### src/rtl/scale_sweep_ctrl.sv
// -----------------------------------------------------------------------------
// scale_sweep_ctrl
//   Steps the clock divider's scale input through a programmed frequency sweep
//   (start, start+step, ... stop). Each value is held for a programmed number of
//   rising edges of the divided clock that the divider feeds back. Mode 0 runs a
//   single up-sweep and pulses done_o. Mode 1 ping-pongs between start and stop
//   until it is aborted.
//
// Ports
//   clk_i        system clock
//   rst_ni       synchronous active-low reset
//   start_i      start request (level), acted on only while idle
//   abort_i      abort request, highest priority after reset
//   cfg_start_i  first scale value
//   cfg_stop_i   end scale value
//   cfg_step_i   scale increment
//   cfg_dwell_i  divided-clock edges per value (0 behaves as 1)
//   cfg_mode_i   0 = single up-sweep, 1 = ping-pong
//   div_clk_i    divided clock from the divider (synchronous to clk_i)
//   scale_o      scale value to the divider
//   scale_vld_o  one-cycle pulse in the cycle scale_o takes a new value
//   busy_o       sweep in progress
//   done_o       one-cycle pulse on normal completion
// -----------------------------------------------------------------------------
module scale_sweep_ctrl #(
  parameter int FSC_WD = 16,
  parameter int DWL_WD = 16
) (
  input  logic              clk_i,
  input  logic              rst_ni,
  input  logic              start_i,
  input  logic              abort_i,
  input  logic [FSC_WD-1:0] cfg_start_i,
  input  logic [FSC_WD-1:0] cfg_stop_i,
  input  logic [FSC_WD-1:0] cfg_step_i,
  input  logic [DWL_WD-1:0] cfg_dwell_i,
  input  logic              cfg_mode_i,
  input  logic              div_clk_i,
  output logic [FSC_WD-1:0] scale_o,
  output logic              scale_vld_o,
  output logic              busy_o,
  output logic              done_o
);

  typedef enum logic [2:0] {
    S_IDLE,
    S_LOAD,
    S_DWELL,
    S_STEP,
    S_DONE
  } state_e;

  state_e            state_q, state_d;
  logic [FSC_WD-1:0] scale_q, scale_d;
  logic              vld_q, vld_d;
  logic              dir_dn_q, dir_dn_d;
  logic [DWL_WD-1:0] cnt_q, cnt_d;
  logic              div_q;

  // Configuration captured at start so later cfg_* changes cannot disturb a sweep.
  logic [FSC_WD-1:0] start_s_q, start_s_d;
  logic [FSC_WD-1:0] stop_s_q, stop_s_d;
  logic [FSC_WD-1:0] step_s_q, step_s_d;
  logic [DWL_WD-1:0] dwell_s_q, dwell_s_d;
  logic              mode_s_q, mode_s_d;

  logic              div_edge;
  logic [DWL_WD-1:0] dwell_last;
  logic              degenerate;
  logic [FSC_WD:0]   up_sum;
  logic [FSC_WD-1:0] up_next;
  logic [FSC_WD-1:0] dn_gap;
  logic [FSC_WD-1:0] dn_next;

  assign div_edge   = div_clk_i & ~div_q;
  assign dwell_last = (dwell_s_q == '0) ? '0 : dwell_s_q - DWL_WD'(1);
  assign degenerate = (step_s_q == '0) || (start_s_q >= stop_s_q);

  // One extra bit on the sum so a step past the top of the range clamps to
  // stop instead of wrapping to a small value.
  assign up_sum  = {1'b0, scale_q} + {1'b0, step_s_q};
  assign up_next = (up_sum > {1'b0, stop_s_q}) ? stop_s_q : up_sum[FSC_WD-1:0];

  // Going down scale_q never sits below start, so the gap cannot underflow;
  // comparing against it avoids underflowing scale_q - step.
  assign dn_gap  = scale_q - start_s_q;
  assign dn_next = (step_s_q > dn_gap) ? start_s_q : scale_q - step_s_q;

  always_comb begin
    state_d   = state_q;
    scale_d   = scale_q;
    vld_d     = 1'b0;
    dir_dn_d  = dir_dn_q;
    cnt_d     = cnt_q;
    start_s_d = start_s_q;
    stop_s_d  = stop_s_q;
    step_s_d  = step_s_q;
    dwell_s_d = dwell_s_q;
    mode_s_d  = mode_s_q;

    if (abort_i) begin
      state_d = S_IDLE;
    end else begin
      unique case (state_q)
        S_IDLE: begin
          if (start_i) begin
            start_s_d = cfg_start_i;
            stop_s_d  = cfg_stop_i;
            step_s_d  = cfg_step_i;
            dwell_s_d = cfg_dwell_i;
            mode_s_d  = cfg_mode_i;
            dir_dn_d  = 1'b0;
            state_d   = S_LOAD;
          end
        end
        S_LOAD: begin
          scale_d = start_s_q;
          vld_d   = 1'b1;
          cnt_d   = '0;
          state_d = S_DWELL;
        end
        S_DWELL: begin
          if (div_edge) begin
            if (cnt_q == dwell_last) begin
              cnt_d   = '0;
              state_d = S_STEP;
            end else begin
              cnt_d = cnt_q + DWL_WD'(1);
            end
          end
        end
        S_STEP: begin
          if (degenerate) begin
            state_d = S_DONE;
          end else if (!dir_dn_q) begin
            if (scale_q < stop_s_q) begin
              scale_d = up_next;
              vld_d   = 1'b1;
              state_d = S_DWELL;
            end else if (!mode_s_q) begin
              state_d = S_DONE;
            end else begin
              // Turn around at stop; start < stop so the down step is valid.
              dir_dn_d = 1'b1;
              scale_d  = dn_next;
              vld_d    = 1'b1;
              state_d  = S_DWELL;
            end
          end else begin
            if (scale_q > start_s_q) begin
              scale_d = dn_next;
            end else begin
              dir_dn_d = 1'b0;
              scale_d  = up_next;
            end
            vld_d   = 1'b1;
            state_d = S_DWELL;
          end
        end
        S_DONE: begin
          state_d = S_IDLE;
        end
        default: begin
          state_d = S_IDLE;
        end
      endcase
    end
  end

  always_ff @(posedge clk_i) begin
    if (!rst_ni) begin
      state_q   <= S_IDLE;
      scale_q   <= '0;
      vld_q     <= 1'b0;
      dir_dn_q  <= 1'b0;
      cnt_q     <= '0;
      div_q     <= 1'b0;
      start_s_q <= '0;
      stop_s_q  <= '0;
      step_s_q  <= '0;
      dwell_s_q <= '0;
      mode_s_q  <= 1'b0;
    end else begin
      state_q   <= state_d;
      scale_q   <= scale_d;
      vld_q     <= vld_d;
      dir_dn_q  <= dir_dn_d;
      cnt_q     <= cnt_d;
      div_q     <= div_clk_i;
      start_s_q <= start_s_d;
      stop_s_q  <= stop_s_d;
      step_s_q  <= step_s_d;
      dwell_s_q <= dwell_s_d;
      mode_s_q  <= mode_s_d;
    end
  end

  assign scale_o     = scale_q;
  assign scale_vld_o = vld_q;
  assign busy_o      = (state_q == S_LOAD) || (state_q == S_DWELL) || (state_q == S_STEP);
  assign done_o      = (state_q == S_DONE);

endmodule

### config.mk
export PLATFORM = sky130hd
export DESIGN_NAME = scale_sweep_ctrl
export DESIGN_NICKNAME = d
export VERILOG_FILES = /design/src/rtl/scale_sweep_ctrl.sv
export SDC_FILE = /design/constraint.sdc
export NUM_CORES = 1
export LEC_CHECK = 0
export ABC_AREA = 1
export CAP_MARGIN = 20
export CELL_PAD_IN_SITES_DETAIL_PLACEMENT = 1
export CELL_PAD_IN_SITES_GLOBAL_PLACEMENT = 1
export CORE_MARGIN = 5
export CORE_UTILIZATION = 38
export DETAILED_ROUTE_END_ITERATION = 7
export GPL_TIMING_DRIVEN = 0
export PLACE_DENSITY = 0.86
export SETUP_SLACK_MARGIN = 0.4
export SLEW_MARGIN = 25
export SYNTH_ARGS = -nofsm -noshare
export SYNTH_HDL_FRONTEND = slang
export SYNTH_SLANG_ARGS = --single-unit
### constraint.sdc
create_clock -name clk_i -period 3.3 [get_ports clk_i]
set_input_delay 0.825 -clock clk_i [delete_from_list [all_inputs] [get_ports clk_i]]
set_output_delay 0.825 -clock clk_i [all_outputs]
set_load 0.02 [all_outputs]
After elaboration in Yosys (flattened, before gate mapping)
Index checks and enable logic that the tools add are counted.
{"block": "word_totals", "reg_bits": 103, "latchBits": 0, "ram_bits": 0, "romBits": 0, "inputBits": 70, "out_inout_bits": 19, "word_cells": 81, "memories": 0}
{"block": "op_classes", "n_addsub": 5, "mul": 0, "div": 0, "magnitude_cmp": 5, "eq_ne": 10, "shifts": 0, "mux": 31, "bitwise": 4, "reduce_logical": 15}
{"op": "$mux W16", "count": 10}
{"op": "$pmux W16 S2", "count": 2}
{"op": "$gt A16 B16 Y1", "count": 2}
{"op": "$logic_not A16 Y1", "count": 2}
{"op": "$sub A16 B16 Y16", "count": 2}
{"op": "$mux W3", "count": 7}
{"op": "$add A16 B16 Y17", "count": 1}
{"op": "$gt A17 B16 Y1", "count": 1}
{"op": "$add A16 B1 Y16 const B", "count": 1}
{"op": "$eq A16 B16 Y1", "count": 1}
{"op": "$ge A16 B16 Y1", "count": 1}
{"op": "$lt A16 B16 Y1", "count": 1}
{"op": "$sub A16 B1 Y16 const B", "count": 1}
{"op": "$pmux W3 S4", "count": 1}
{"op": "$mux W1", "count": 9}
{"op": "$reduce_and A3 Y1", "count": 3}
{"op": "$ne A2 B2 Y1 const B", "count": 4}
{"op": "$reduce_and A4 Y1", "count": 2}
{"op": "$eq A3 B2 Y1 const B", "count": 2}
{"op": "$reduce_bool A2 Y1", "count": 3}
{"op": "$ne A4 B4 Y1 const B", "count": 1}
{"op": "$pmux W1 S2", "count": 2}
{"op": "$eq A3 B1 Y1 const B", "count": 1}
{"op": "$eq A3 B3 Y1 const B", "count": 1}
{"op": "other kinds (5)", "count": 9}

Longest topological paths before layout
{"block": "depth", "word_depth": 8, "mapped_depth": 27, "mapped_depth_nobuf": 27}

Least setup slack after synthesis
No wires, ideal clock.
{"block": "synth_path", "path_kind": "register to register", "start": "register scale_q[6], in the netlist scale_o[6]", "end": "register scale_q[2], in the netlist scale_o[2]", "setup_time_ns": 0.118, "arrival_ns": 3.455, "t_required_ns": 3.182, "path_slack_ns": -0.273, "path_stages_with_launch": 25, "path_buffers": 1, "synth_period_minus_slack_ns": 3.573, "cell_sequence": "dfxtp_1 -> ha_1 -> inv_1 -> nor4_1 -> nand2_1 -> nand2_1 -> a21oi_1 -> o21ai_0 -> nand3_1 -> nand2_1 -> nand3_1 -> nand2_1 -> xnor2_1 -> ha_1 -> a21oi_1 -> nor2_1 -> nor3_1 -> o31ai_1 -> nand2_1 -> clkbuf_1 -> o21ai_0 -> o21ai_0 -> nand2_1 -> nand3_1 -> a21oi_1"}
{"block": "synth_between", "elab_chain_cells": 8, "word_cells_on_any_way": 16, "classes_between": "add/sub: 2; order compare: 4; eq/ne: 1; mux: 8; reduce/logical: 1"}
{"element": "start: declaration", "line": "54", "source": "logic [FSC_WD-1:0] scale_q, scale_d;"}
{"element": "start signal: assignment", "line": "185", "source": "scale_q <= scale_d;"}
{"element": "$sub A16 B16 Y16", "line": "86", "source": "assign dn_gap = scale_q - start_s_q;"}
{"element": "$gt A16 B16 Y1", "line": "87", "source": "assign dn_next = (step_s_q > dn_gap) ? start_s_q : scale_q - step_s_q;"}
{"element": "$mux W16", "line": "87"}
{"element": "$mux W16", "line": "140", "source": "end else if (!mode_s_q) begin"}
{"element": "$mux W16", "line": "136", "source": "if (scale_q < stop_s_q) begin"}
{"element": "$mux W16", "line": "135", "source": "end else if (!dir_dn_q) begin"}
{"element": "$mux W16", "line": "133", "source": "if (degenerate) begin"}
{"element": "$pmux W16 S2", "line": "104", "source": "unique case (state_q)"}
Several ways; a longest one is shown, not always the timed one. The select of a mux whose other input is x is not followed.
A chain may end at the register's enable or synchronous reset.

Worst setup path in the final report
{"block": "layout_path", "start": "register step_s_q[9]", "end": "register scale_q[5], in the netlist scale_o[5]"}
{"block": "layout_between", "elab_chain_cells": 7, "word_cells_on_any_way": 15, "classes_between": "add/sub: 1; order compare: 2; eq/ne: 1; mux: 8; reduce/logical: 3"}
{"element": "start: declaration", "line": "63", "source": "logic [FSC_WD-1:0] step_s_q, step_s_d;"}
{"element": "start signal: assignment", "line": "192", "source": "step_s_q <= step_s_d;"}
{"element": "$add A16 B16 Y17 / $gt A16 B16 Y1 (equally long branches)", "line": "81, 87"}
{"element": "$gt A17 B16 Y1 / $mux W16 (equally long branches)", "line": "82, 87"}
{"element": "$mux W16, on equally long branches", "line": "82, 140"}
{"element": "$mux W16, on equally long branches", "line": "136, 150"}
{"element": "$mux W16", "line": "135"}
{"element": "$mux W16", "line": "133"}
{"element": "$pmux W16 S2", "line": "104"}
Several ways; a longest one is shown, not always the timed one. The select of a mux whose other input is x is not followed.

==> run_results.csv <==
group,metric,value,unit
worst_setup_path,r2r_start,"step_s_q[9]$_SDFFE_PN0P_",
synth,syn-cell-area,0.00909,mm^2
synth,yosysTopAreaCell,"dfxtp_1",
synth,synth_top_family_by_area,"simple AND/OR/NAND/NOR gates",
worst_setup_path,cpPeakStageDelay,0.41,ns
min_path,hp-class,"reg2reg",
synth,synth.area.mux_share,0,%
clocking,cts_made_buffers,9,
clocking,clockBufferDepth,2,
detailed_routing,drtIter0Drc,1043,
timing,rsz0062_at_grt,"yes",
worst_setup_path,cp.arrival,4.14,ns
worst_setup_path,critPathLaunchType,"flop",
synth,synth_warnings,0,
detailed_routing,wl_per_cell,22.8,um
final_layout,antennaDiodeCount,0,
final_layout,nets,1718,
worst_setup_path,end_kind,"flop",
synth,yosys.area_share.adder,16.1,%
timing,period_share,118,%
floorplanning,fp.coreArea,0.0235,mm^2
worst_setup_path,crit_path_top_delay_cell,"dfxtp_1",
synth,ys_seq_area_share,22.7,%
synth,synth-seq-cells,103,
clocking,htree_levels,3,
power_and_ir_drop,p_leak,0.00548,uW
clocking,clkLatencyLatePin,0.37,ns
floorplanning,die_w,165,um
power_and_ir_drop,power.density,449,mW/mm^2
clocking,clk_pin_slew_worst_paths,0.08,ns
worst_setup_path,crit_type,"reg2reg",
synth,synth_area_leaders,"dfxtp_1 23%, ha_1 15%, nand2_1 10%, a21oi_1 9.0%, inv_1 7.0%",
floorplanning,start_util,38.6,%
synth,syn_avg_cell_area,6.62,um^2
timing,setup_slack,-0.584,ns
timing,finalMaxSlewViolations,0,
timing,fin_tns_setup,-8.27,ns
timing,finalSetupViolCount,16,
floorplanning,dieArea,0.0271,mm^2
worst_setup_path,ff2ff_setup_slack,-0.58,ns
final_layout,final_layout_size_suffix_gt1_share,21.7,%
worst_setup_path,cp_common_cell,"nand3_1",
synth,synth_simple_gate_area_share,27.7,%
placed_design,port_buffers,88,
detailed_routing,via_per_inst,5.86,
run_status,status,"finished with violations",
timing,fmax,257,MHz
final_layout,area_delta_synth_final,33.8,%
synth,yosysUniqueCellTypes,46,
floorplanning,die_h,165,um
global_route,grt_pass1_vias,10900,
detailed_routing,vias,10900,
run_status,violations,"setup timing",
timing,worst_slew_pin_slew,0.760,ns
synth,synth_edf_count,0,
synth,syn-num-nets,1557,
global_route,grt_max_degree,17,
detailed_routing,drtAntennaViolNets,0,
worst_setup_path,critical_path_required,3.56,ns
timing,max-slew-margin-rel,49.3,%
worst_setup_path,crit_start,"step_s_q[9]$_SDFFE_PN0P_",
floorplanning,io_pins,89,
power_and_ir_drop,ir_drop,0.000266,V
global_route,antenna_found_initial,0,
placed_design,hpwl,28700,um
global_route,grt_overflow,0,
placed_design,gp_congestion,0.924,
clocking,cts_hold_buf,0,
global_route,grt_pass1_wl,58800,um
detailed_routing,drt-total-wl,42300,um
clocking,clkSinkCount,103,
clocking,tritoncts,"yes",
detailed_routing,firstDrtPassIters,5,
timing,fin_worst_skew,0.0100,ns
worst_setup_path,critPathMaxFanout,7,
timing,hold_viol_final,0,
final_layout,utilization,51.7,%
synth,synth-compound-area-share,17.8,%
synth,netlist_instances,1372,
detailed_routing,drc,0,
worst_setup_path,path_cells,"inv_1 > ha_1 > buf_2 > nor2_1 > nand2_1 > nand3_1 > a211oi_1 > nand2_1 > xor2_2 > ha_1 > a21oi_1 > o2111ai_1 > nor2_2 > nand3_2 > nand3_1 > nand3_1 > nand3_1 > a21oi_1",
clocking,cts_root_buffer,"clkbuf_16",
floorplanning,fp-row-count,56,
flow_run,maxCapViolations,0,
synth,synth-main-ff-cell,"dfxtp_1",
synth,synth_xor_area_share,6.17,%
timing,period_needed,3.88,ns
synth,async_flop_share,0,%
synth,synth_top_cell_area_share,22.7,%
global_route,grt_use_total,28.1,%
min_path,hp-start,"dwell_s_q[1]$_SDFFE_PN0P_",
## registers in the layout, indices dropped and copies added (netlist names)
name,cells
mode_s_q,1
scale_vld_o,1
dwell_s_q,16
scale_o,16
state_q,3
cnt_q,16
stop_s_q,16
start_s_q,16
dir_dn_q,1
step_s_q,16
div_q,1
## synthesized netlist by cell type (all sizes together) (3+ instances only)
master  number
a211oi       5
a21oi      167
a31oi        5
buf         19
clkbuf      24
dfxtp      103
fa           3
ha         112
inv        175
nand2      263
nand3      113
nand3b       4
nand4       21
nor2       127
nor3        22
nor4         8
o21ai      113
o21bai       3
xnor2       12
xor2        52
## layout make-up
class / count / area, um^2
Timing Repair Buffer: 148 / 1370
Multi-Input combinational cell: 1051 / 7010
Fill cell: 3018 / 11400
Clock inverter: 4 / 55.1
Clock buffer: 12 / 236
Buffer: 43 / 267
Tap cell: 319 / 399
Inverter: 177 / 684
Sequential cell: 103 / 2140
## cells in the final DEF (no fill, tap or decap), types with 5 or more instances in the layout
cell type | netlist | layout
nor2_1 | 107 | 98
nor2_4 | 4 | 6
a211oi_1 | 5 | 5
clkbuf_1 | 24 | 19
o21ai_1 | 3 | 12
buf_6 | 2 | 11
nor4_1 | 8 | 6
clkdlybuf4s50_1 | 0 | 87
clkbuf_16 | 0 | 9
dfxtp_2 | 0 | 17
xnor2_1 | 12 | 11
nand2_2 | 8 | 27
buf_4 | 0 | 52
ha_4 | 0 | 17
xor2_1 | 52 | 41
xor2_2 | 0 | 9
inv_2 | 5 | 23
dfxtp_4 | 0 | 14
nand2_4 | 2 | 11
nor2_2 | 16 | 23
buf_2 | 14 | 10
inv_1 | 170 | 147
nor3_1 | 21 | 18
dfxtp_1 | 103 | 72
o21ai_0 | 110 | 91
nand3_2 | 4 | 19
ha_1 | 112 | 91
nand3_1 | 109 | 92
a21oi_1 | 164 | 138
o21ai_2 | 0 | 9
nand2_1 | 253 | 226
a21oi_2 | 3 | 26
nand4_1 | 21 | 21
## layer usage
layer	GRT usage, %	part of all wire (%)	vias up
met2	46.7	47	533
met3	4.42	8.3	158
met4	11.3	5.0	0
met5	0	0	-
li1	-	-	4886
met1	36.4	40	5306
## report_power, final
group          internal (uW)  switching, uW
clock network            598            564
logic                   1090           1770
registers               1320            116
total                   3010           2450
## logic make-up (layout without fill, tap and decap cells)
kind of cell / Yosys count / in the layout
fa+ha+maj: 115 / 115
compound gates: 307 / 307
xor+xnor: 64 / 64
simple gates: 563 / 565
buf+inv: 220 / 384
flops: 103 / 103
## per-stage QoR
step / total power (uW) / std cells / hold slack (ns) / area (um^2) / worst slack [ns]
6_report: 5460 / 1857 / 0.484 / 12200 / -0.584
3_3_place_gp: 3500 / 1779 / 0.468 / 10500 / -0.708
3_5_place_dp: 3600 / 1779 / 0.476 / 10500 / -0.835
2_1_floorplan: 2900 / 1372 / 0.448 / 9230 / 0.0453
4_1_cts: 5020 / 1842 / 0.489 / 11600 / -0.288
5_1_grt: 5720 / 1857 / 0.524 / 12200 / -0.664
## worst max-delay path, delay by kind of cell, from the launching register on
kind / cells / cell delay (ns)
compound gates: 4 / 0.85
xor+xnor: 1 / 0.27
fa+ha+maj: 2 / 0.62
buf+inv: 2 / 0.35
flops: 1 / 0.41
simple gates: 9 / 1.27
## worst paths after layout
path / end / depth (start not counted)
min reg2reg: dwell_s_q[1]$_SDFFE_PN0P_ / 2
max: scale_o[5]$_SDFFE_PN0P_ / 18
max reg2reg: scale_o[5]$_SDFFE_PN0P_ / 18
min: dwell_s_q[1]$_SDFFE_PN0P_ / 2
## timing repair
item	CTS	global route
endpoints found under the setup margin	22	49
pin swaps	34	43
buffers inserted	43	15
cloned	4	0
gates resized for setup	139	103
No activity file was read; power rests on OpenSTA's default activity.
==> variant, RTL diff (config.mk and constraints unchanged) <==
Put a register stage on the outputs `busy_o` and `done_o`, with the module's reset. The values now appear one clock later. The other outputs are not delayed to match. Comments in the files are not updated.
--- a/src/rtl/scale_sweep_ctrl.sv
+++ b/src/rtl/scale_sweep_ctrl.sv
@@ -197,8 +197,15 @@
 
   assign scale_o     = scale_q;
   assign scale_vld_o = vld_q;
-  assign busy_o      = (state_q == S_LOAD) || (state_q == S_DWELL) || (state_q == S_STEP);
-  assign done_o      = (state_q == S_DONE);
+  always_ff @(posedge clk_i) begin
+    if (!rst_ni) begin
+      busy_o <= '0;
+      done_o <= '0;
+    end else begin
+      busy_o <= (state_q == S_LOAD) || (state_q == S_DWELL) || (state_q == S_STEP);
+      done_o <= (state_q == S_DONE);
+    end
+  end
 
 endmodule
 
Formal check against the unedited RTL: not equivalent (a bounded check fails within 4 cycles, from zero or initial values and one cycle with rst_ni low).
==> variant against the original RTL <==
The flow still finishes with violations (setup timing). Via count fell by 3.0%. Hold slack got worse by 13 ps. Routed wire length fell by 2.6%. Sequential power barely moved. Sequential cell count rose by 2. Cell count fell by 0.81%. Synthesized area fell by 0.73%. Total power fell by 5.4%. Worst setup slack improved by 29 ps. First-iteration DRC count fell by 13%. Synthesized cell count fell by 1.5%. Final area fell by 0.28%. Critical path type unchanged. Largest cell class unchanged. Largest power group unchanged. Highest routed layer unchanged.
==> variant: results (changes against the original RTL) <==
Outcome:
- The run finished, with violations left.
- The final reports fail on setup timing.

Placed design:
- The post-DP HPWL is 28500 µm (-0.64%).
- The worst setup slack after placement is -952 ps (-117 ps).
- The weighted congestion reported at the end of routability-driven placement was 0.912 (-1.3%).

Worst setup path:
- The worst-case reg-to-reg path depth was 26 (+8).
- For this design, the slowest cell found on the critical path is sky130_fd_sc_hd__dfxtp_4.
- The delay contributed by the slowest stage of the critical path is 370 ps (-40 ps).
- The end of the worst register-to-register path is scale_o[0].
- The setup path with the least slack is of type flip-flop to flip-flop.
- In this run the worst setup path begins at scale_o[0].
- The family of cells with the greatest summed delay on the critical path is simple AND/OR/NAND/NOR gates.

Yosys:
- Counting instances in the post-synthesis netlist gives the leading cell types as 229 x sky130_fd_sc_hd__nand2_1, 175 x sky130_fd_sc_hd__inv_1, 171 x sky130_fd_sc_hd__a21oi_1, 112 x sky130_fd_sc_hd__ha_1.
- The net count after synthesis is 1536 (-1.3%).
- The proportion of synthesized chip area in sequential cells is 23.3% (+0.61 points).
- The distinct cell type count of the synthesized netlist came to 45 (-2.2%).
- Yosys attributes the largest share of cell area to sky130_fd_sc_hd__dfxtp_1 23%, sky130_fd_sc_hd__ha_1 16%, sky130_fd_sc_hd__nand2_1 9.5%.

Min path:
- The worst hold path begins at state_q[0].
- The path with the worst hold slack has its endpoint at done_o.
- The worst hold path depth is 1 (-1).

Detailed routing:
- The total length of routed met3 wires is 2660 µm (-25%).
- The total vias in the final route was 10.6k (-3.0%).
- The average routed wire per standard cell was 22.4 µm (-1.8%).
- The routed metal-1 wire length came to 16700 µm (-1.4%).
- The met2 routed wirelength came to 19600 µm (-1.0%).
- The count of routing violations after the opening detailed-route iteration is 911 (-13%).
- The number of search-and-repair iterations in the first detailed-routing pass is 6 (+1).

Timing:
- The post-layout worst setup margin is -555 ps (+29.1 ps).
- The pin slew with the least headroom to its limit is 755 ps (-5.23 ps).
- The largest clock skew in the final design is 16.0 ps (+6.01 ps).
- The setup total negative slack is -7820 ps (+450 ps).
- The number of failing setup endpoints in the final timing report is 16 (unchanged).

Finish:
- The fraction of layout cells with a size suffix above 1 is 20.2% (-1.5 points).
- The diode insertion count for antenna repair was 0 (unchanged).
- The final net count is 1703 (-0.87%).

Global routing:
- The met1 usage in global routing is 35.3% (-1.1 points).
- The first-pass GRT wire length was 57500 µm (-2.2%).
- The global-route usage over all layers is 27.5% (-0.55 points).
- The maximum number of pins on one net before global-route repair was 20 (+3).
- The met3 layer usage reported by global route is 4.04% (-0.38 points).
- The met2 capacity usage during global routing is 46.1% (-0.56 points).

Power and ir drop:
- The sequential power is 1.44 mW (about the same).
- The internal power summed over all cells came to 2.90 mW (-3.7%).
- Per report_power, the Clock row totals 1.15 mW.
- The static leakage is 5.48 nW (about the same).
- The largest voltage drop on the vdd net is 228 µV (-14%).

Clock network:
- The post-cts gate resize count is 119 (-14%).
- The clock transition at the register clock pins on the worst setup and hold paths after CTS came to 80 ps (about the same).
- The count of buffers added by post-CTS timing repair for setup came to 35 (-19%).
-- variant: cell families after synthesis --
kind of cell	synth area share, %
xor+xnor	6.78
compound gates	18.0
fa+ha+maj	16.2
buf+inv	9.67
flops	23.3
simple gates	26.0
-- variant: worst max path at each step --
stage	end	cells after the start
after floorplan	scale_o[14]	25
after global placement	scale_o[0]	24
after detailed placement	scale_o[0]	24
after CTS	scale_o[0]	25
after global routing	scale_o[0]	24
final	scale_o[0]	26
-- variant: final cells by class --
type	count	area, µm²
Fill cell	2984	11300
Sequential cell	105	2170
Inverter	179	682
Clock inverter	6	61.3
Timing Repair Buffer	156	1450
Buffer	43	288
Clock buffer	10	239
Tap cell	319	399
Multi-Input combinational cell	1024	6840
-- variant: metrics by stage --
step	power, mW	cells	hold slack [ps]	instance area, µm²	util (%)
floorplan	2.78	1351	417	9230	-
global placement	3.33	1758	440	10500	44.9
detailed placement	3.41	1758	451	10500	44.9
CTS	4.78	1811	473	11500	49.2
global route	5.41	1842	507	12100	51.8
finish	5.16	1842	471	12100	51.8
